===== src/rtl/seg_display_arbiter.sv =====
// Round-robin arbiter: two requesters share one 3-bit signed 7-segment display value.
// Latency: grant, value latch and gnt pulse all appear one cycle after the request is sampled.
// Backpressure: none. A grant holds the display for HOLD cycles; requests arriving during a hold wait for re-arbitration.
module seg_display_arbiter #(
    parameter int unsigned HOLD = 8
) (
    input  logic       clk_2,
    input  logic       reset,
    input  logic       req_a,
    input  logic [2:0] val_a,
    input  logic       req_b,
    input  logic [2:0] val_b,
    output logic       gnt_a,
    output logic       gnt_b,
    output logic [2:0] disp_value,
    output logic       disp_valid,
    output logic       disp_owner
);

    typedef enum logic [1:0] {
        IDLE   = 2'd0,
        SHOW_A = 2'd1,
        SHOW_B = 2'd2
    } state_t;

    // Reload value for the hold counter; HOLD cycles of display means HOLD-1 down to 0.
    localparam logic [7:0] HOLD_M1 = 8'(HOLD - 1);

    state_t     state_q, state_d;
    logic       ptr_q, ptr_d;          // 0 = A has priority on a tie, 1 = B
    logic [7:0] cnt_q, cnt_d;
    logic [2:0] value_q, value_d;
    logic       valid_q, valid_d;
    logic       owner_q, owner_d;
    logic       gnt_a_q, gnt_a_d;
    logic       gnt_b_q, gnt_b_d;

    logic       rearb;
    logic       any_req;
    logic       win_b;

    // Arbitration happens from IDLE, or on the last cycle of a hold so grants run back-to-back.
    assign rearb   = (state_q == IDLE) || (cnt_q == 8'd0);
    assign any_req = req_a | req_b;
    // A lone requester always wins; on a tie the pointer decides.
    assign win_b   = req_b & (~req_a | ptr_q);

    // Next-state and next-output logic for the grant FSM.
    always_comb begin
        state_d = state_q;
        ptr_d   = ptr_q;
        cnt_d   = cnt_q;
        value_d = value_q;
        valid_d = valid_q;
        owner_d = owner_q;
        gnt_a_d = 1'b0;
        gnt_b_d = 1'b0;
        if (rearb) begin
            if (any_req) begin
                state_d = win_b ? SHOW_B : SHOW_A;
                value_d = win_b ? val_b : val_a;
                valid_d = 1'b1;
                owner_d = win_b;
                cnt_d   = HOLD_M1;
                ptr_d   = ~win_b;
                gnt_a_d = ~win_b;
                gnt_b_d = win_b;
            end else begin
                state_d = IDLE;
                value_d = 3'b000;
                valid_d = 1'b0;
                owner_d = 1'b0;
                cnt_d   = 8'd0;
            end
        end else begin
            // Not re-arbitrating implies cnt_q is non-zero, so this never wraps.
            cnt_d = cnt_q - 8'd1;
        end
    end

    // State and registered outputs; reset aborts any hold without a pulse.
    always_ff @(posedge clk_2) begin
        if (!reset) begin
            state_q <= IDLE;
            ptr_q   <= 1'b0;
            cnt_q   <= 8'd0;
            value_q <= 3'b000;
            valid_q <= 1'b0;
            owner_q <= 1'b0;
            gnt_a_q <= 1'b0;
            gnt_b_q <= 1'b0;
        end else begin
            state_q <= state_d;
            ptr_q   <= ptr_d;
            cnt_q   <= cnt_d;
            value_q <= value_d;
            valid_q <= valid_d;
            owner_q <= owner_d;
            gnt_a_q <= gnt_a_d;
            gnt_b_q <= gnt_b_d;
        end
    end

    assign gnt_a      = gnt_a_q;
    assign gnt_b      = gnt_b_q;
    assign disp_value = value_q;
    assign disp_valid = valid_q;
    assign disp_owner = owner_q;

    // Counter stays within its load range, i.e. never underflows past zero.
    a_cnt_range: assert property (@(posedge clk_2) disable iff (!reset) cnt_q <= HOLD_M1);
    // Grant pulses are mutually exclusive.
    a_gnt_onehot: assert property (@(posedge clk_2) disable iff (!reset) !(gnt_a_q && gnt_b_q));
    // Display validity tracks the FSM state.
    a_valid_state: assert property (@(posedge clk_2) disable iff (!reset) valid_q == (state_q != IDLE));

endmodule

===== config.mk =====
export PLATFORM = sky130hd
export DESIGN_NAME = seg_display_arbiter
export DESIGN_NICKNAME = d
export VERILOG_FILES = /design/src/rtl/seg_display_arbiter.sv
export SDC_FILE = /design/constraint.sdc
export NUM_CORES = 1
export LEC_CHECK = 0
export CAP_MARGIN = 0
export CORE_ASPECT_RATIO = 1.25
export CORE_MARGIN = 2
export CORE_UTILIZATION = 45
export DETAILED_ROUTE_END_ITERATION = 8
export GPL_TIMING_DRIVEN = 1
export HOLD_SLACK_MARGIN = 0.03
export PLACE_DENSITY = 0.73
export SYNTH_ARGS = -nofsm -noshare
export SYNTH_HDL_FRONTEND = slang
export SYNTH_SLANG_ARGS = --single-unit

===== constraint.sdc =====
create_clock -name clk_2 -period 1.6 [get_ports clk_2]
set_input_delay 0.4 -clock clk_2 [delete_from_list [all_inputs] [get_ports clk_2]]
set_output_delay 0.4 -clock clk_2 [all_outputs]
set_load 0.01 [all_outputs]

==> summary.md <==
| Metric | Value |
|---|---|
| Outcome | finished clean |
| P&R area growth vs syn | 33.6% |
| Setup WS pre-CTS | -0.0650 ns |
| Worst r2r path cells | 4 |
| Fin. Hold Viols | 0 |
| Worst Hold Class | flip-flop to flip-flop |
| 1st-pass router iterations | 2 |
| Final setup viols | 0 |
| Least-Margin Pin Slew | 0.293 ns |
| Post-synth ARST share | 0% |
| CP Data Arrival Time | 1.13 ns |
| R2R Setup Slk | 0.15 ns |
| Pwr dens | 1740 mW/mm^2 |
| CP Data Required Time | 1.20 ns |
| Final Critical Period | 1.53 ns |
| First-pass GRT wire length | 2380 um |
| Die ar. | 0.00198 sq mm |
| Placed cells | 114 |
| H-tree Lvls | 1 |
| DRT iter0 DRCs | 3 |
| Via density | 5.05 |
| Ys flop type | dfxtp_1 |
| Top-area cell type share of the netlist area | 46.1% |
| Post-route cell area | 986 sq um |
| Mean instance size in the synthesized netlist | 9.71 sq um |
| Final period util | 95.6% |
| Placer Congestion | 0.771 |
| Post-route ant nets | 0 |
| P_leak | 0.465 nW |
| Clock transition at path regs | 0.09 ns |
| Final wirelength | 1430 um |
| Max-cap violations | 0 |
| Post-CTS setup buffers | 0 |
| Post-synthesis sequential area ratio | 46.1% |
| # DRC | 0 |
| Initial Util | 47.3% |
| Cts bufs inserted | 3 |
| Syn Std Cell Area | 738 sq um |
| Average wire per standard cell | 12.1 um |
| Hpwl dp | 1090 um |
| Die W | 40.2 um |
| Critical path's slowest cell | clkdlybuf4s50_1 |
| Most frequent cells after synthesis | dfxtp_1 (17), nor2_1 (11), inv_1 (8), o21ai_0 (5) |
| N_diodes | 0 |
| Cell Rows | 16 |
| #FFs+latches synth | 17 |
| Worst Path Buf+Inv | 1 |
| Setup CP Type | flip-flop to output port |
| Crit. End Element | output port |
| Tot Pwr | 1.72 mW |
| Root Driver | clkbuf_4 |
| Post-synth EDFFs | 0 |
| Vias | 596 |
| RSZ-0062 raised after global routing | false |
| Area post-placement | 951 sq um |
| Non-Filler Instances | 118 |
| Cell variety after synth | 26 |
| Total track usage | 17.2% |
| GRT overflow | 0 |
| Floorplan core area | 0.00156 sq mm |
| Hold path depth | 2 |
| F_max | 654 MHz |
| Crit Path Max Fanout | 1 |
| Clock Skew | 0.00301 ns |
| Clock latency on the worst-skew pair | 0.29 ns |
| Die span in y | 49.3 um |
| Mapped Cells | 76 |
| Max Root-Sink Buffers | 2 |
| Pins Over Slew Limit | 0 |
| Fill cell count | 146 |
| Vias in the first global route | 605 |
| Largest net degree at the start of global routing | 12 |
| # clock sinks | 17 |
| Dominant cell type by area after synthesis | dfxtp_1 |
| Top-count cell post-synth | dfxtp_1 |
| Synth Warn # | 0 |
| CTS tree | built |
| Hold_buf cts | 0 |
| Setup WS post-layout | 0.0700 ns |
| Final nets | 113 |
| Area contributors post-synth | dfxtp_1 (46%), nor2_1 (5.6%), mux2i_1 (4.1%) |
| Critical path's top delay family | buffers and inverters |
| Rel. slew slack | 80.3% |
| Initial antenna violation count | 0 |
| Ratio of cells with drive above 1 in the final layout | 14.0% |
| IO Count | 17 |
| Crit path launch type | flip-flop |
| CP cell instances | clkdlybuf4s50_1 |
| CP max stage delay | 0.52 ns |
| Min Hold Slack | 0.469 ns |
| Syn_nets | 88 |
| CP Depth | 1 |
| I/O Buffers | 16 |
| Maximum vdd drop | 0.000860 V |
path summary, 6_finish.rpt:
| path | to | startpoint |
|---|---|---|
| setup / recovery | gnt_a | gnt_a |
| setup reg to reg | disp_owner | cnt_q[2] |
| hold / removal | disp_valid | disp_valid |
| hold reg to reg | disp_valid | disp_valid |
registers in the layout, summed over array words and instances, names as in the netlist:
register	flops
cnt_q	8
disp_owner	1
disp_valid	1
disp_value	3
gnt_a	1
gnt_b	1
ptr_q	1
state_q	1
cell type report:
type / count / area, sq um / area share, %
tap: 18 / 22.5 / 2.28
inverter: 8 / 30.0 / 3.05
multi-input combinational: 50 / 360 / 36.5
clock buffer: 4 / 26.3 / 2.66
sequential: 17 / 340 / 34.5
timing repair buffer: 21 / 206 / 20.9
cell usage in the layout (no fill, tap or decap):
| cell type | synthesis | layout |
|---|---|---|
| nor4b_2 | 1 | 1 |
| ha_1 | 2 | 2 |
| o31ai_1 | 1 | 1 |
| xnor2_1 | 3 | 3 |
| clkbuf_4 | 0 | 3 |
| o21ai_2 | 1 | 1 |
| buf_4 | 1 | 5 |
| or2_2 | 1 | 1 |
| a311oi_2 | 1 | 1 |
| a31o_4 | 1 | 1 |
| inv_1 | 8 | 8 |
| nor4_4 | 1 | 1 |
| a211oi_1 | 1 | 1 |
| a32o_1 | 1 | 1 |
| nor2_1 | 11 | 11 |
| dlygate4sd2_1 | 0 | 1 |
| and2_1 | 2 | 2 |
| o21ai_0 | 5 | 5 |
| nand2b_1 | 1 | 1 |
| dfxtp_1 | 17 | 17 |
| clkbuf_1 | 0 | 1 |
| xor2_1 | 2 | 2 |
| a21oi_1 | 3 | 3 |
| nand3_1 | 2 | 2 |
| mux2i_1 | 3 | 3 |
| dlymetal6s2s_1 | 0 | 4 |
| clkdlybuf4s50_1 | 0 | 11 |
| nand2_1 | 3 | 3 |
| mux2_1 | 1 | 1 |
| or4_1 | 1 | 1 |
| o22ai_1 | 2 | 2 |
worst min-delay path: stages, from the launching register on:
cell and delay [ns]:
dfxtp_1 0.32, inv_1 0.04, o21ai_0 0.07
power breakdown:
part,switching (mW),internal (mW)
combinational,0.379,0.419
sequential,0.129,0.566
clock,0.128,0.0969
total,0.636,1.08
repair_timing:
item                       CTS  global route
resized for setup            1             4
setup endpoints to repair    1             4
hold endpoints to repair     0             0
stage by stage:
stage	util (%)	TNS (ns)
detailed placement	60.9	-0.196
global route	63.1	0
finish	63.1	0
global placement	60.9	-0.204
floorplan	-	0
CTS	62.5	0
logic make-up (layout without fill, tap and decap cells):
family | count (synthesis) | after routing | share of synthesized area, %
AO/OA/AOI/OAI | 16 | 16 | 16.1
XOR/XNOR | 5 | 5 | 5.93
adder cells (fa/ha/maj) | 2 | 2 | 3.39
buffers and inverters | 9 | 33 | 5.09
flip-flops | 17 | 17 | 46.1
multiplexers | 4 | 4 | 5.59
AND/OR/NAND/NOR | 23 | 23 | 17.8
routing by layer:
metal	vias to the layer above	part of all wire [%]	track usage (%)
met5	-	0	0
li1	308	-	-
met2	13	48	29.3
met4	0	1.6	6.67
met1	271	45	19.4
met3	4	5.1	4.11
Note: power is estimated with default switching activity, not from simulation.
